$ cat config.mk
export PLATFORM = sky130hd
export DESIGN_NAME = mc_datapath_stall
export DESIGN_NICKNAME = d
export VERILOG_FILES = /design/src/rtl/mc_datapath_stall.sv
export SDC_FILE = /design/constraint.sdc
export NUM_CORES = 2
export LEC_CHECK = 0
export BUFFER_PORTS_ARGS = -buffer_cell sky130_fd_sc_hd__buf_2
export CAP_MARGIN = 15
export CORE_ASPECT_RATIO = 2
export CORE_MARGIN = 2
export CORE_UTILIZATION = 40
export CTS_CLUSTER_SIZE = 14
export DETAILED_ROUTE_END_ITERATION = 10
export GPL_TIMING_DRIVEN = 0
export PLACE_DENSITY_LB_ADDON = 0.05
export REMOVE_ABC_BUFFERS = 1
export SETUP_SLACK_MARGIN = 0.4
export SYNTH_ARGS = -nofsm -noshare
export SYNTH_HDL_FRONTEND = slang
export SYNTH_SLANG_ARGS = --single-unit
$ cat constraint.sdc
create_clock -name clk -period 14 [get_ports clk]
set_clock_uncertainty 0.15 [all_clocks]
set_input_delay 0.7 -clock clk [delete_from_list [all_inputs] [get_ports clk]]
set_output_delay 0.7 -clock clk [all_outputs]
set_load 0.01 [all_outputs]
$ cat src/rtl/mc_datapath_stall.sv
// mc_datapath_stall
// Multicycle MIPS-style datapath driven step by step by an external controller FSM.
// Holds PC, IR, MDR, A, B, ALUOut and the register file. A handshaked memory port may
// take several cycles; while a transfer is outstanding the datapath raises stall and
// freezes every architectural register. A transfer that never completes is ended after
// MEM_TIMEOUT cycles with read data forced to zero and a sticky bus_err flag.
//
// Ports
//   clk, rst                   clock (rising edge), synchronous active-high reset
//   pc_write, pc_write_cond    unconditional / ZERO-qualified PC load
//   IRwrite                    load IR from mem_rdata[31:0] on a read step
//   reg_dst, mem_to_reg        register write index (rt/rd/$31) and data (ALUOut/MDR/PC)
//   reg_write                  register file write enable
//   AluSrcA, AluSrcB, AluOp    ALU operand selects and operation
//   pc_src                     PC source (ALU, ALUOut, jump target, A)
//   IorD                       memory address source (PC or ALUOut)
//   mem_read, mem_write        memory request for this step
//   mem_addr, mem_wdata        memory address and write data (B)
//   mem_req, mem_we            request strobe and write qualifier
//   mem_ack, mem_rdata         transfer completion and read data
//   ZERO, opcode, func, stall  status returned to the controller
//   bus_err                    sticky memory timeout flag
//   cycle_cnt, instret_cnt     free-running cycle count and accepted instruction fetches
module mc_datapath_stall #(
    parameter int unsigned     XLEN        = 32,
    parameter int unsigned     NREGS       = 32,
    parameter logic [XLEN-1:0] RESET_PC    = {XLEN{1'b0}},
    parameter int unsigned     MEM_TIMEOUT = 16
) (
    input  logic            clk,
    input  logic            rst,
    input  logic            pc_write,
    input  logic            pc_write_cond,
    input  logic            IRwrite,
    input  logic [1:0]      reg_dst,
    input  logic [1:0]      mem_to_reg,
    input  logic            reg_write,
    input  logic            AluSrcA,
    input  logic [1:0]      AluSrcB,
    input  logic [2:0]      AluOp,
    input  logic [1:0]      pc_src,
    input  logic            IorD,
    input  logic            mem_read,
    input  logic            mem_write,
    output logic [XLEN-1:0] mem_addr,
    output logic [XLEN-1:0] mem_wdata,
    output logic            mem_req,
    output logic            mem_we,
    input  logic            mem_ack,
    input  logic [XLEN-1:0] mem_rdata,
    output logic            ZERO,
    output logic [5:0]      opcode,
    output logic [5:0]      func,
    output logic            stall,
    output logic            bus_err,
    output logic [31:0]     cycle_cnt,
    output logic [31:0]     instret_cnt
);

    localparam int unsigned     RIDX     = $clog2(NREGS);
    localparam int unsigned     WCW      = $clog2(MEM_TIMEOUT + 1);
    localparam logic [XLEN-1:0] XZERO    = {XLEN{1'b0}};
    localparam logic [WCW-1:0]  WCNT_ONE = WCW'(1);
    localparam logic [WCW-1:0]  WCNT_END = WCW'(MEM_TIMEOUT - 1);
    localparam logic [RIDX-1:0] RIDX_ZERO = {RIDX{1'b0}};

    typedef enum logic [0:0] {
        M_IDLE = 1'b0,
        M_WAIT = 1'b1
    } mem_state_e;

    // architectural state
    logic [XLEN-1:0] pc_q, pc_d;
    logic [31:0]     ir_q, ir_d;
    logic [XLEN-1:0] mdr_q, mdr_d;
    logic [XLEN-1:0] a_q, a_d;
    logic [XLEN-1:0] b_q, b_d;
    logic [XLEN-1:0] aluout_q, aluout_d;
    logic [XLEN-1:0] regs_q [NREGS];

    // memory handshake state and counters
    mem_state_e      mstate_q, mstate_d;
    logic [WCW-1:0]  wcnt_q, wcnt_d;
    logic            bus_err_q, bus_err_d;
    logic [31:0]     cycle_q, cycle_d;
    logic [31:0]     instret_q, instret_d;

    // combinational helpers
    logic            mem_req_s;
    logic            timeout_done_s;
    logic            stall_s;
    logic            step_s;
    logic [XLEN-1:0] rdata_eff_s;
    logic [RIDX-1:0] rs_idx_s, rt_idx_s, rd_idx_s, wr_idx_s;
    logic [XLEN-1:0] rs_val_s, rt_val_s;
    logic [XLEN-1:0] imm_sext_s;
    logic [XLEN-1:0] alu_a_s, alu_b_s, alu_res_s;
    logic            zero_s;
    logic [XLEN-1:0] pc_next_s;
    logic [XLEN-1:0] wr_data_s;
    logic            rf_we_s;
    logic            unused_s;

    assign mem_req_s = (mem_read | mem_write) & ~rst;
    // The final wait cycle completes the transfer on its own, so it is not a stall.
    assign timeout_done_s = mem_req_s & ~mem_ack & (mstate_q == M_WAIT) & (wcnt_q == WCNT_END);
    assign stall_s        = mem_req_s & ~mem_ack & ~timeout_done_s;
    assign step_s         = ~stall_s;
    assign rdata_eff_s    = timeout_done_s ? XZERO : mem_rdata;

    // Register indices use only the low log2(NREGS) bits of each field.
    assign rs_idx_s   = ir_q[21 +: RIDX];
    assign rt_idx_s   = ir_q[16 +: RIDX];
    assign rd_idx_s   = ir_q[11 +: RIDX];
    assign rs_val_s   = (rs_idx_s == RIDX_ZERO) ? XZERO : regs_q[rs_idx_s];
    assign rt_val_s   = (rt_idx_s == RIDX_ZERO) ? XZERO : regs_q[rt_idx_s];
    assign imm_sext_s = {{(XLEN-16){ir_q[15]}}, ir_q[15:0]};

    // Instruction fields not consumed by the datapath (shamt and unused index bits).
    assign unused_s = ^ir_q;

    // ALU operand selection
    always_comb begin
        alu_a_s = AluSrcA ? a_q : pc_q;
        case (AluSrcB)
            2'd0:    alu_b_s = b_q;
            2'd1:    alu_b_s = {{(XLEN-3){1'b0}}, 3'b100};
            2'd2:    alu_b_s = imm_sext_s;
            2'd3:    alu_b_s = {imm_sext_s[XLEN-3:0], 2'b00};
            default: alu_b_s = b_q;
        endcase
    end

    // ALU operations; set-less-than results are zero-extended to the full width
    always_comb begin
        case (AluOp)
            3'b000:  alu_res_s = alu_a_s + alu_b_s;
            3'b001:  alu_res_s = alu_a_s - alu_b_s;
            3'b010:  alu_res_s = alu_a_s & alu_b_s;
            3'b011:  alu_res_s = alu_a_s | alu_b_s;
            3'b100:  alu_res_s = {{(XLEN-1){1'b0}}, ($signed(alu_a_s) < $signed(alu_b_s))};
            3'b101:  alu_res_s = alu_a_s ^ alu_b_s;
            3'b110:  alu_res_s = ~(alu_a_s | alu_b_s);
            3'b111:  alu_res_s = {{(XLEN-1){1'b0}}, (alu_a_s < alu_b_s)};
            default: alu_res_s = XZERO;
        endcase
    end

    assign zero_s = (alu_res_s == XZERO);

    // PC source selection
    always_comb begin
        case (pc_src)
            2'd0:    pc_next_s = alu_res_s;
            2'd1:    pc_next_s = aluout_q;
            2'd2:    pc_next_s = {pc_q[XLEN-1:28], ir_q[25:0], 2'b00};
            2'd3:    pc_next_s = a_q;
            default: pc_next_s = alu_res_s;
        endcase
    end

    // Register file write index and data selection
    always_comb begin
        case (reg_dst)
            2'd0:    wr_idx_s = rt_idx_s;
            2'd1:    wr_idx_s = rd_idx_s;
            2'd2:    wr_idx_s = {RIDX{1'b1}};
            default: wr_idx_s = rt_idx_s;
        endcase
        case (mem_to_reg)
            2'd0:    wr_data_s = aluout_q;
            2'd1:    wr_data_s = mdr_q;
            2'd2:    wr_data_s = pc_q;
            default: wr_data_s = aluout_q;
        endcase
    end

    // Writes to $0 are dropped so that it always reads as zero.
    assign rf_we_s = step_s & reg_write & (wr_idx_s != RIDX_ZERO);

    // Next-state of the architectural registers; everything holds on a stall cycle
    always_comb begin
        pc_d      = pc_q;
        ir_d      = ir_q;
        mdr_d     = mdr_q;
        a_d       = a_q;
        b_d       = b_q;
        aluout_d  = aluout_q;
        instret_d = instret_q;
        cycle_d   = cycle_q + 32'd1;
        if (step_s) begin
            a_d      = rs_val_s;
            b_d      = rt_val_s;
            aluout_d = alu_res_s;
            if (mem_read) begin
                mdr_d = rdata_eff_s;
            end else begin
                mdr_d = mdr_q;
            end
            if (IRwrite && mem_read) begin
                ir_d      = rdata_eff_s[31:0];
                instret_d = instret_q + 32'd1;
            end else begin
                ir_d      = ir_q;
                instret_d = instret_q;
            end
            if (pc_write || (pc_write_cond && zero_s)) begin
                pc_d = pc_next_s;
            end else begin
                pc_d = pc_q;
            end
        end else begin
            pc_d = pc_q;
        end
    end

    // Memory handshake next-state: wait counting, timeout and sticky bus error
    always_comb begin
        mstate_d  = mstate_q;
        wcnt_d    = wcnt_q;
        bus_err_d = bus_err_q;
        case (mstate_q)
            M_IDLE: begin
                if (mem_req_s && !mem_ack) begin
                    mstate_d = M_WAIT;
                    wcnt_d   = WCNT_ONE;
                end else begin
                    mstate_d = M_IDLE;
                    wcnt_d   = {WCW{1'b0}};
                end
            end
            M_WAIT: begin
                // A request withdrawn mid-wait is treated as abandoned.
                if (!mem_req_s || mem_ack) begin
                    mstate_d = M_IDLE;
                    wcnt_d   = {WCW{1'b0}};
                end else if (timeout_done_s) begin
                    mstate_d  = M_IDLE;
                    wcnt_d    = {WCW{1'b0}};
                    bus_err_d = 1'b1;
                end else begin
                    mstate_d = M_WAIT;
                    wcnt_d   = wcnt_q + WCNT_ONE;
                end
            end
            default: begin
                mstate_d = M_IDLE;
                wcnt_d   = {WCW{1'b0}};
            end
        endcase
    end

    // State registers with synchronous reset
    always_ff @(posedge clk) begin
        if (rst) begin
            pc_q      <= RESET_PC;
            ir_q      <= 32'd0;
            mdr_q     <= XZERO;
            a_q       <= XZERO;
            b_q       <= XZERO;
            aluout_q  <= XZERO;
            mstate_q  <= M_IDLE;
            wcnt_q    <= {WCW{1'b0}};
            bus_err_q <= 1'b0;
            cycle_q   <= 32'd0;
            instret_q <= 32'd0;
        end else begin
            pc_q      <= pc_d;
            ir_q      <= ir_d;
            mdr_q     <= mdr_d;
            a_q       <= a_d;
            b_q       <= b_d;
            aluout_q  <= aluout_d;
            mstate_q  <= mstate_d;
            wcnt_q    <= wcnt_d;
            bus_err_q <= bus_err_d;
            cycle_q   <= cycle_d;
            instret_q <= instret_d;
        end
    end

    // Register file storage; reads of a register written this step see the old value
    always_ff @(posedge clk) begin
        if (rst) begin
            for (int i = 0; i < int'(NREGS); i++) begin
                regs_q[i] <= XZERO;
            end
        end else if (rf_we_s) begin
            regs_q[wr_idx_s] <= wr_data_s;
        end
    end

    assign mem_addr    = IorD ? aluout_q : pc_q;
    assign mem_wdata   = b_q;
    assign mem_req     = mem_req_s;
    assign mem_we      = mem_write;
    assign ZERO        = zero_s;
    assign opcode      = ir_q[31:26];
    assign func        = ir_q[5:0];
    assign stall       = stall_s;
    assign bus_err     = bus_err_q;
    assign cycle_cnt   = cycle_q;
    assign instret_cnt = instret_q;

endmodule

==> qor.yml <==
hold_class: "in2reg"
final_nets: 5617
h-tree-depth: 3
n_fill_cell: 15900
finalSetupViolCount: 0
pwr-share-seq_pct: 47.7
cts_buffer_depth: 3
r2r_slack_ns: 5.20
cp-end-kind: "primary output"
p_clk_share_pct: 35.7
area_growth_pct: 13.3
whs_ns: 0.0468
postRouteAntennaNets: 0
outcome: "finished, final reports clean"
total_power_mw: 9.29
ys_seq_area_share_pct: 51.7
fp.dieH_um: 596
ctsResizeCount: 0
max-slew-margin-rel_pct: 15.8
power.internal_mw: 6.63
seq_area_um2: 36300
swShare_pct: 28.7
vias_per_cell: 6.32
ios: 199
multi_input_area_um2: 32200
cts_setup_buffers: 0
hold_viol_final: 0
syn_avg_cell_area_um2: 12.7
synth-main-ff-cell: "edfxtp_1"
wire_per_inst_um: 35.2
antenna_found_initial: 16
leakage_nw: 26.8
dr.pass1.iters: 9
hpwl_um: 179000
place.gp.congestion: 0.983
routed_wl_um: 277000
clk_latency_ns: 0.76
core.rowCount: 217
synth-edff-count: 1024
root_buffer: "clkbuf_16"
cts_tree: "done"
syn_area_um2: 70100
worst_pin_slew_ns: 1.24
grt_max_degree: 115
portBuffers: 198
hp-start: "mem_rdata[5]"
r2r_start: "ir_q[3]$_SDFFE_PP0P_"
initial_core_util_pct: 40.2
postPlaceCellArea_um2: 75600
utilization_pct: 45.5
hold-path-endpoint: "ir_q[5]$_SDFFE_PP0P_"
ys_ff_latch: 1297
cts-buffers-inserted: 121
yosysWarnings: 0
crit_required_ns: 13.15
grt_pass1_vias: 51100
cts_sinks: 1297
r2r-end: "pc_q[29]$_SDFFE_PP0P_"
dieWidth_um: 300
combPwrFrac_pct: 16.6
fin_area_um2: 79400
cts_hold_buf: 0
postSynth.asyncResetShare_pct: 0
grtUsageTotal_pct: 30.8
arrival_ns: 8.53
cellPowerDensity_nw_per_um2: 117
start_kind: "register"
dieArea_um2: 179000
first_iter_violations: 4576
path_clk_slew_ns: 0.07
grt_pass1_wl_um: 387000
finalCritPeriodShare_pct: 67.0
core_area_um2: 174000
syn_inst: 5519
worstPathMaxFanout: 12
maxCapViolCount: 0
drc_errors: 0
ir_drop_mv: 0.111
fmax_ghz: 0.107
finalCriticalPeriod_ns: 9.38
crit_type: "reg2out"
maxSlewViolCount: 0
whs_path_depth: 3
setup_tns_ns: 0
drive_gt1_share_pct: 26.2
switchingPower_mw: 2.66
dr_total_vias: 49700
reg2reg_depth: 16
rsz0062_at_grt: "no"
gr-total-overflow: 0
ys_types: 92
==> state kept, by name, summed over array words and instances, names as in the netlist, named ones only <==
name / count
a_q: 32
aluout_q: 32
bus_err: 1
cycle_cnt: 32
instret_cnt: 32
ir_q: 32
mdr_q: 32
mem_wdata: 32
mstate_q: 1
pc_q: 32
regs_q: 1024
wcnt_q: 5
==> cells in the mapped netlist (all sizes together), types with 13 or more instances <==
cell type / number / area, µm²
xnor2: 25 / 219
dfxtp: 273 / 5470
a22oi: 107 / 803
a221oi: 20 / 181
mux2i: 34 / 340
edfxtp: 1024 / 30700
o211a: 22 / 220
or3: 17 / 111
nor2: 1298 / 4870
o211ai: 25 / 188
nor2b: 18 / 113
nand4: 29 / 188
nand2: 232 / 871
nor4: 13 / 81.3
o21ai: 73 / 365
a22o: 27 / 236
mux2: 133 / 1500
inv: 119 / 447
nor3: 40 / 200
and3: 24 / 150
nand3: 110 / 551
a211oi: 31 / 258
mux4: 661 / 14900
ha: 102 / 1280
nand2b: 15 / 93.8
buf: 102 / 484
a211o: 28 / 245
a21oi: 202 / 1020
a21o: 28 / 210
xor2: 45 / 394
o31ai: 14 / 105
clkbuf: 441 / 1660
==> layer usage <==
metal	track usage, %	wire [µm]
met1	34.8	97600
met2	55.3	145000
met4	17.4	18400
met5	0	51
met3	4.25	16200
==> power groups by stage <==
stage / clock (mW) / combinational, mW / sequential (mW)
2_1_floorplan: 0 / 0.898 / 4.50
3_3_place_gp: 0 / 1.50 / 4.59
3_5_place_dp: 0 / 1.52 / 4.52
4_1_cts: 3.37 / 1.52 / 4.43
5_1_grt: 3.49 / 1.60 / 4.45
6_report: 3.31 / 1.54 / 4.43
==> through the flow <==
stage	setup slack (ns)	cells
2_1_floorplan	1.70	5007
3_3_place_gp	-6.23	7504
3_5_place_dp	5.09	7635
4_1_cts	5.22	7863
5_1_grt	4.76	7865
6_report	4.62	7867
==> worst max path at each step <==
stage	start	to	slack, ns	cells past startpoint
final	ir_q[3]$_SDFFE_PP0P_	ZERO	4.62	15
after CTS	AluSrcB[1]	ZERO	5.22	17
after detailed placement	AluSrcB[1]	pc_q[29]$_SDFFE_PP0P_	5.09	18
after floorplan	register	mem_wdata[2]$_SDFFE_PP0N_	1.70	5
after global routing	ir_q[3]$_SDFFE_PP0P_	ZERO	4.76	15
after global placement	rst	regs_q[22][15]$_SDFFCE_PN0P_	-6.23	9
==> cell usage in the layout, fill, tap and decap left out, types with 14 or more instances in the layout <==
master,count
a211o_1,28
a211oi_1,29
a21o_1,28
a21oi_1,167
a21oi_4,35
a221oi_1,19
a22o_1,27
a22oi_1,107
and3_1,24
buf_12,75
buf_16,43
buf_2,198
clkbuf_1,24
clkbuf_16,125
clkbuf_8,15
clkinv_1,24
clkinv_2,25
conb_1,32
dfxtp_1,263
edfxtp_1,1024
ha_1,100
inv_1,114
mux2_2,133
mux2i_1,33
mux4_2,661
nand2_1,167
nand2_2,38
nand2_4,27
nand2b_1,15
nand3_1,110
nand4_1,28
nor2_1,1295
nor2b_1,14
nor3_1,40
o211a_1,22
o211ai_1,25
o21ai_0,72
or3_1,16
xnor2_1,25
xor2_1,45
==> critical path, stage by stage (launching register included) <==
cell and delay [ns]:
dfxtp_1 0.89, mux2_2 0.29, a22o_1 0.50, ha_1 0.48, or3_4 0.48, a2111oi_4 0.37, o31a_1 0.20, nor4_1 0.05
nand3b_1 0.56, nor4_1 1.08, nand4_1 0.39, or4_1 0.54, or4_1 0.93, nor4b_4 0.62, buf_8 0.23, buf_2 0.14
==> kinds of logic after synthesis <==
family	synth area share [%]
AOI/OAI and AO/OA	7.12
buffers and inverters	3.70
other	0.00535
xor gates and xnor gates	0.875
and+or+nand+nor	10.9
muxes	23.9
adders and majority gates	1.88
DFF	51.7
==> layout make-up <==
| cell class | count | share of cell area, % |
|---|---|---|
| flip-flops and latches | 1297 | 45.7 |
| multi-input cells | 3589 | 40.5 |
| repair buffers | 329 | 4.82 |
| clock buffers | 170 | 4.35 |
| well taps | 2299 | 3.62 |
| inverters | 121 | 0.582 |
| clock inverters | 58 | 0.449 |
| diodes | 4 | 0.0126 |
Note: power is estimated with default switching activity, not from simulation.
